--- src/rtl/alu_arbiter.sv ---
// alu_arbiter
//   Shares one combinational ALU between two requesters. One operation is in
//   flight at a time. A request is accepted over a valid/ready handshake and its
//   operands are captured. The ALU result and zero flag are registered. They are
//   returned to the requester that was granted, over a second valid/ready handshake.
//
//   Build option: define ALU_ARB_RR_EN for round-robin tie breaking. When it is
//   not defined, port 0 always wins a tie and no last-grant pointer is built.
//
// Ports
//   clk, rst                       clock, synchronous active-high reset
//   req{0,1}_valid/ready           request handshake
//   req{0,1}_op/a/b                opcode and operands of the request
//   rsp{0,1}_valid/ready           response handshake
//   rsp{0,1}_data/zero             registered result and zero flag
//   alu_op, alu_a, alu_b           operand registers driven to the ALU
//   alu_out, alu_zero              ALU result and zero flag
//   busy                           high whenever the FSM is not in IDLE
//
// state | meaning
// ------+------------------------------------------------------------
// IDLE  | arbitrate, accept one request and capture its operands
// EXEC  | operand registers drive the ALU, result registered at edge
// RESP  | result offered to the owner until rsp_ready
module alu_arbiter #(
  parameter int WIDTH = 32,
  parameter int OPW   = 4
) (
  input  logic             clk,
  input  logic             rst,
  input  logic             req0_valid,
  output logic             req0_ready,
  input  logic [OPW-1:0]   req0_op,
  input  logic [WIDTH-1:0] req0_a,
  input  logic [WIDTH-1:0] req0_b,
  input  logic             req1_valid,
  output logic             req1_ready,
  input  logic [OPW-1:0]   req1_op,
  input  logic [WIDTH-1:0] req1_a,
  input  logic [WIDTH-1:0] req1_b,
  output logic             rsp0_valid,
  input  logic             rsp0_ready,
  output logic [WIDTH-1:0] rsp0_data,
  output logic             rsp0_zero,
  output logic             rsp1_valid,
  input  logic             rsp1_ready,
  output logic [WIDTH-1:0] rsp1_data,
  output logic             rsp1_zero,
  output logic [OPW-1:0]   alu_op,
  output logic [WIDTH-1:0] alu_a,
  output logic [WIDTH-1:0] alu_b,
  input  logic [WIDTH-1:0] alu_out,
  input  logic             alu_zero,
  output logic             busy
);

  typedef enum logic [1:0] {
    IDLE = 2'd0,
    EXEC = 2'd1,
    RESP = 2'd2
  } state_t;

  state_t           state;
  logic             owner;
  logic [OPW-1:0]   op_r;
  logic [WIDTH-1:0] a_r;
  logic [WIDTH-1:0] b_r;
  logic [WIDTH-1:0] result;
  logic             zero_r;

  logic grant;
  logic idle_ok;
  logic accept;
  logic rsp_done;

  // grant only selects a port; ready additionally needs that port to be valid
`ifdef ALU_ARB_RR_EN
  logic last_grant;

  always_comb begin
    grant = !req0_valid;
    if (req0_valid && req1_valid) grant = !last_grant;
  end

  // pointer moves only when a response completes, so an aborted transaction
  // does not change the arbitration order
  always_ff @(posedge clk) begin
    if (rst) last_grant <= 1'b1;
    else if (rsp_done) last_grant <= owner;
  end
`else
  always_comb begin
    grant = !req0_valid;
  end
`endif

  // rst gating keeps every handshake output low during the reset cycle,
  // even if the FSM is still in RESP before the reset edge
  assign idle_ok    = (state == IDLE) && !rst;
  assign req0_ready = idle_ok && req0_valid && !grant;
  assign req1_ready = idle_ok && req1_valid && grant;
  assign accept     = req0_ready || req1_ready;

  assign rsp0_valid = (state == RESP) && !owner && !rst;
  assign rsp1_valid = (state == RESP) && owner && !rst;
  assign rsp_done   = (rsp0_valid && rsp0_ready) || (rsp1_valid && rsp1_ready);

  assign rsp0_data  = result;
  assign rsp1_data  = result;
  assign rsp0_zero  = zero_r;
  assign rsp1_zero  = zero_r;

  assign alu_op     = op_r;
  assign alu_a      = a_r;
  assign alu_b      = b_r;

  assign busy       = (state != IDLE) && !rst;

  always_ff @(posedge clk) begin
    if (rst) begin
      state  <= IDLE;
      owner  <= 1'b0;
      op_r   <= '0;
      a_r    <= '0;
      b_r    <= '0;
      result <= '0;
      zero_r <= 1'b0;
    end else begin
      case (state)
        IDLE: begin
          if (accept) begin
            owner <= grant;
            op_r  <= grant ? req1_op : req0_op;
            a_r   <= grant ? req1_a  : req0_a;
            b_r   <= grant ? req1_b  : req0_b;
            state <= EXEC;
          end
        end
        EXEC: begin
          result <= alu_out;
          zero_r <= alu_zero;
          state  <= RESP;
        end
        RESP: begin
          if (rsp_done) state <= IDLE;
        end
        default: state <= IDLE;
      endcase
    end
  end

endmodule
--- config.mk ---
export PLATFORM = sky130hd
export DESIGN_NAME = alu_arbiter
export DESIGN_NICKNAME = d
export VERILOG_FILES = /design/src/rtl/alu_arbiter.sv
export SDC_FILE = /design/constraint.sdc
export NUM_CORES = 1
export LEC_CHECK = 0
export ABC_AREA = 1
export CORE_ASPECT_RATIO = 0.75
export CORE_UTILIZATION = 35
export CTS_BUF_LIST = sky130_fd_sc_hd__clkbuf_4
export DETAILED_ROUTE_END_ITERATION = 6
export PLACE_DENSITY = 0.78
export SYNTH_ARGS = -nofsm -noshare
export SYNTH_HDL_FRONTEND = slang
export SYNTH_SLANG_ARGS = --single-unit
--- constraint.sdc ---
create_clock -name clk -period 1 [get_ports clk]
set_input_delay 0.15 -clock clk [delete_from_list [all_inputs] [get_ports clk]]
set_output_delay 0.15 -clock clk [all_outputs]
set_load 0.005 [all_outputs]
==> impl_summary.txt <==
----------------------------------------------------
[Setup path]
  Number of buffers and inverters on the critical path ... 4
  Delay of the slowest cell on the worst path ... 0.40 ns
  CP Class ... reg2out
  Type of destination of the critical path ... primary output
  Arrival time at the worst endpoint ... 1.43 ns
  Cell breakdown of the critical path ... buf_6, inv_4, nor2_4, inv_2, nor3_2, buf_2
  Highest fanout seen on the critical path ... 2
  Data required time of the worst path ... 0.85 ns
  Setup crit start kind ... flop
  Cell with the largest stage delay on the worst path ... sky130_fd_sc_hd__dfxtp_2
  Largest delay share family, worst path ... flip-flops

[Timing]
  Worst Hold Margin ... 0.276 ns
  Final period demand of the worst path ... 1.58 ns
  Min setup slack post-route ... -0.583 ns
  Slew Limit Headroom ... 69.6%
  Worst-case clock skew ... 0.0169 ns
  Fin. Hold Viols ... 0
  Peak clock frequency supported by timing ... 0.632 GHz
  Tightest Pin Transition ... 0.451 ns
  Final setup violation count ... 243
  Final Max Slew Viols ... 0
  Part of the cycle the worst path needs ... 158%
  Setup repair after global routing missed its margin ... yes

[Global routing]
  Antenna violations before repair ... 0
  Overflow after GRT ... 0
  Pin count of the biggest net entering global routing ... 53
  Global-route usage over all layers ... 24.4%
  Via count of the first global-routing pass ... 6018
  Wire length of the first global-routing pass ... 30400 um

[Clock tree]
  H-Tree Level Count ... 3
  Clock insertion delay at the later pin of the skew report ... 0.47 ns
  Clock tree root driver cell ... sky130_fd_sc_hd__clkbuf_4
  Num Clock Sinks ... 104
  Number of buffers added to fix hold violations after cts ... 0
  Maximum count of clock buffers along a single path ... 2
  CTS tree ... done
  Clock input transition at the sequential cells of the worst setup and hold paths ... 0.19 ns
  Total CTS buffers ... 9

[Logic synthesis]
  Yosys Warn Count ... 0
  Synth async-reset ratio ... 0%
  Sequential cell area fraction in the yosys report ... 38.8%
  Number of enable flip-flop cells after synthesis ... 0
  Post-synth top cells ... 206 x sky130_fd_sc_hd__nor2_1, 141 x sky130_fd_sc_hd__inv_1, 140 x sky130_fd_sc_hd__nand2_1
  Syn Nets ... 1035
  Number of storage elements in the synthesis netlist ... 104
  Most used flip-flop cell after synthesis ... sky130_fd_sc_hd__dfxtp_1
  Netlist cell types ... 16
  Synth top area share ... 38.8%
  Post-Syn Area ... 5370 sq um
  Top cells by area, synth ... sky130_fd_sc_hd__dfxtp_1 39%, sky130_fd_sc_hd__nor2_1 14%, sky130_fd_sc_hd__inv_1 9.9%
  Number of cells produced by synthesis ... 860
  Most instantiated library cell after synthesis ... sky130_fd_sc_hd__nor2_1
  Largest area contributor in the synthesized netlist ... sky130_fd_sc_hd__dfxtp_1
  Mean instance size in the synthesized netlist ... 6.24 sq um

[Floorplan]
  Number of core rows ... 38
  Die Height ... 109 um
  Die width ... 145 um
  Boundary Pins ... 314
  Starting density of the core ... 36.4%
  Area inside the core boundary ... 14700 sq um
  Die Outline Area ... 15800 sq um

[Job]
  Maximum Capacitance Violations ... 0

[Route]
  Post-route DRC ... 0
  Via-per-instance ratio ... 4.61
  Total number of vias ... 6559
  Average wire length per cell after detail routing ... 15.2 um
  Number of design-rule violations left by the first detailed-router iteration ... 280
  Number of search-and-repair iterations in the first detailed-routing pass ... 4
  Antenna violation net count after detailed routing ... 0
  Total wirelength of the detailed-routed design ... 21600 um

[Power]
  Maximum resistive drop on vdd ... 0.695 mV
  Clock network fraction of design power ... 18.0%
  Total power ... 13000 uW
  Power share of the combinational group ... 42.9%
  Sequential power share ... 39.2%
  Sw Pwr ... 4200 uW
  P per Cell Area ... 1210 nW/um^2
  P_leak ... 0.00525 uW
  Net switching fraction of the power ... 32.4%
  Int Pwr ... 8770 uW

[Status]
  Violated checks ... negative setup slack
  Result of the run ... complete, but fails checks

[Placed design]
  Global placer's final weighted congestion ... 0.816
  Placement-stage cell area ... 8700 sq um
  Placed wire-length estimate after detailed placement ... 13000 um
  Port Buf Inserts ... 313

[Hold path]
  Min-Delay Path Class ... in2reg

[Final layout]
  Ant. Diodes ... 0
  Fillcell total ... 1087
  Layout cells sized above 1 ... 41.6%
  Final Cell Area ... 10700 sq um
  Post-layout util ... 72.9%
  Layout net count ... 1392
  Area growth from synthesis to final layout ... 100%

----------------------------------------------------
==> power by group through the flow <==
stage          logic, uW  registers (uW)  clock network, uW
2_1_floorplan       1670            5020                  0
3_3_place_gp        3920            4990                  0
3_5_place_dp        3980            5010                  0
4_1_cts             4890            5030               2380
5_1_grt             5990            5130               2550
6_report            5560            5080               2330
==> path summary, 6_finish.rpt <==
kind / start / to / slack (ns) / cells after the start
worst min-delay path: alu_out[24] / rsp0_data[24]$_SDFFE_PP0N_ / 0.28 / 3
worst min register to register: rsp0_data[7]$_SDFFE_PP0N_ / rsp0_data[7]$_SDFFE_PP0N_ / 0.51 / 2
worst max-delay path: state[1]$_SDFFE_PP0P_ / rsp1_valid / -0.58 / 6
worst max register to register: state[0]$_SDFFE_PP0P_ / alu_a[24]$_SDFFE_PP0P_ / -0.58 / 10
==> cells in the final DEF, fill, tap and decap left out, types with 2 or more instances in the layout <==
cell type,n
sky130_fd_sc_hd__buf_12,16
sky130_fd_sc_hd__buf_16,7
sky130_fd_sc_hd__buf_2,30
sky130_fd_sc_hd__buf_4,31
sky130_fd_sc_hd__buf_6,160
sky130_fd_sc_hd__buf_8,7
sky130_fd_sc_hd__clkbuf_16,8
sky130_fd_sc_hd__clkbuf_4,9
sky130_fd_sc_hd__clkdlybuf4s50_1,173
sky130_fd_sc_hd__clkinv_2,3
sky130_fd_sc_hd__dfxtp_2,102
sky130_fd_sc_hd__inv_1,139
sky130_fd_sc_hd__inv_2,3
sky130_fd_sc_hd__inv_4,2
sky130_fd_sc_hd__inv_6,2
sky130_fd_sc_hd__nand2_1,131
sky130_fd_sc_hd__nand2_2,9
sky130_fd_sc_hd__nand3_1,28
sky130_fd_sc_hd__nand3_2,41
sky130_fd_sc_hd__nand3_4,4
sky130_fd_sc_hd__nor2_1,141
sky130_fd_sc_hd__nor2_2,30
sky130_fd_sc_hd__nor2_4,36
sky130_fd_sc_hd__nor3_2,2
sky130_fd_sc_hd__o21ai_0,95
sky130_fd_sc_hd__o21ai_1,6
==> tightest hold or removal path: cells and delay by family <==
| kind | cells | cell delay (ns) |
|---|---|---|
| compound gates | 1 | 0.15 |
| buf+inv | 1 | 0.40 |
| simple gates | 1 | 0.04 |
==> state kept, by name, summed over array words and instances (netlist names) <==
signal	flops
alu_a	32
alu_b	32
rsp0_data	32
alu_op	4
state	2
owner	1
rsp0_zero	1
==> kinds of logic after synthesis <==
| logic type | Yosys count | share of synthesized area (%) |
|---|---|---|
| simple gates | 422 | 31.5 |
| buf+inv | 231 | 19.9 |
| flops | 104 | 38.8 |
| compound gates | 103 | 9.90 |
==> metal layers <==
| layer | vias to the layer above | global-route usage [%] | part of all wire, % |
|---|---|---|---|
| met5 | - | 0 | 0 |
| met4 | 0 | 6.38 | 1.7 |
| met3 | 29 | 8.03 | 7.6 |
| met2 | 241 | 44.4 | 51 |
| met1 | 3022 | 27.5 | 39 |
| li1 | 3267 | - | - |
==> repair_timing <==
item	in CTS	in global routing
pin swaps	15	59
endpoints found under the setup margin	243	243
gates cloned	8	9
resized for setup	868	160
buffers inserted	64	17
==> metrics by stage <==
stage / std cells / setup WS (ns) / setup TNS [ns]
after floorplan: 860 / -0.0818 / -4.41
after global placement: 1327 / -0.606 / -53.49
after detailed placement: 1327 / -0.606 / -55.07
after CTS: 1414 / -0.574 / -62.04
after global routing: 1422 / -0.665 / -71.89
final: 1422 / -0.583 / -56.35
==> final cells by class <==
| cell class | count | area (sq um) | area share (%) |
|---|---|---|---|
| Sequential cell | 104 | 2210 | 20.6 |
| Timing Repair Buffer | 432 | 4730 | 44.1 |
| Tap cell | 200 | 250 | 2.33 |
| Clock buffer | 9 | 67.6 | 0.629 |
| Clock inverter | 7 | 77.6 | 0.722 |
| Multi-Input combinational cell | 525 | 2850 | 26.5 |
| Inverter | 145 | 551 | 5.13 |
No activity file was read; power rests on OpenSTA's default activity.
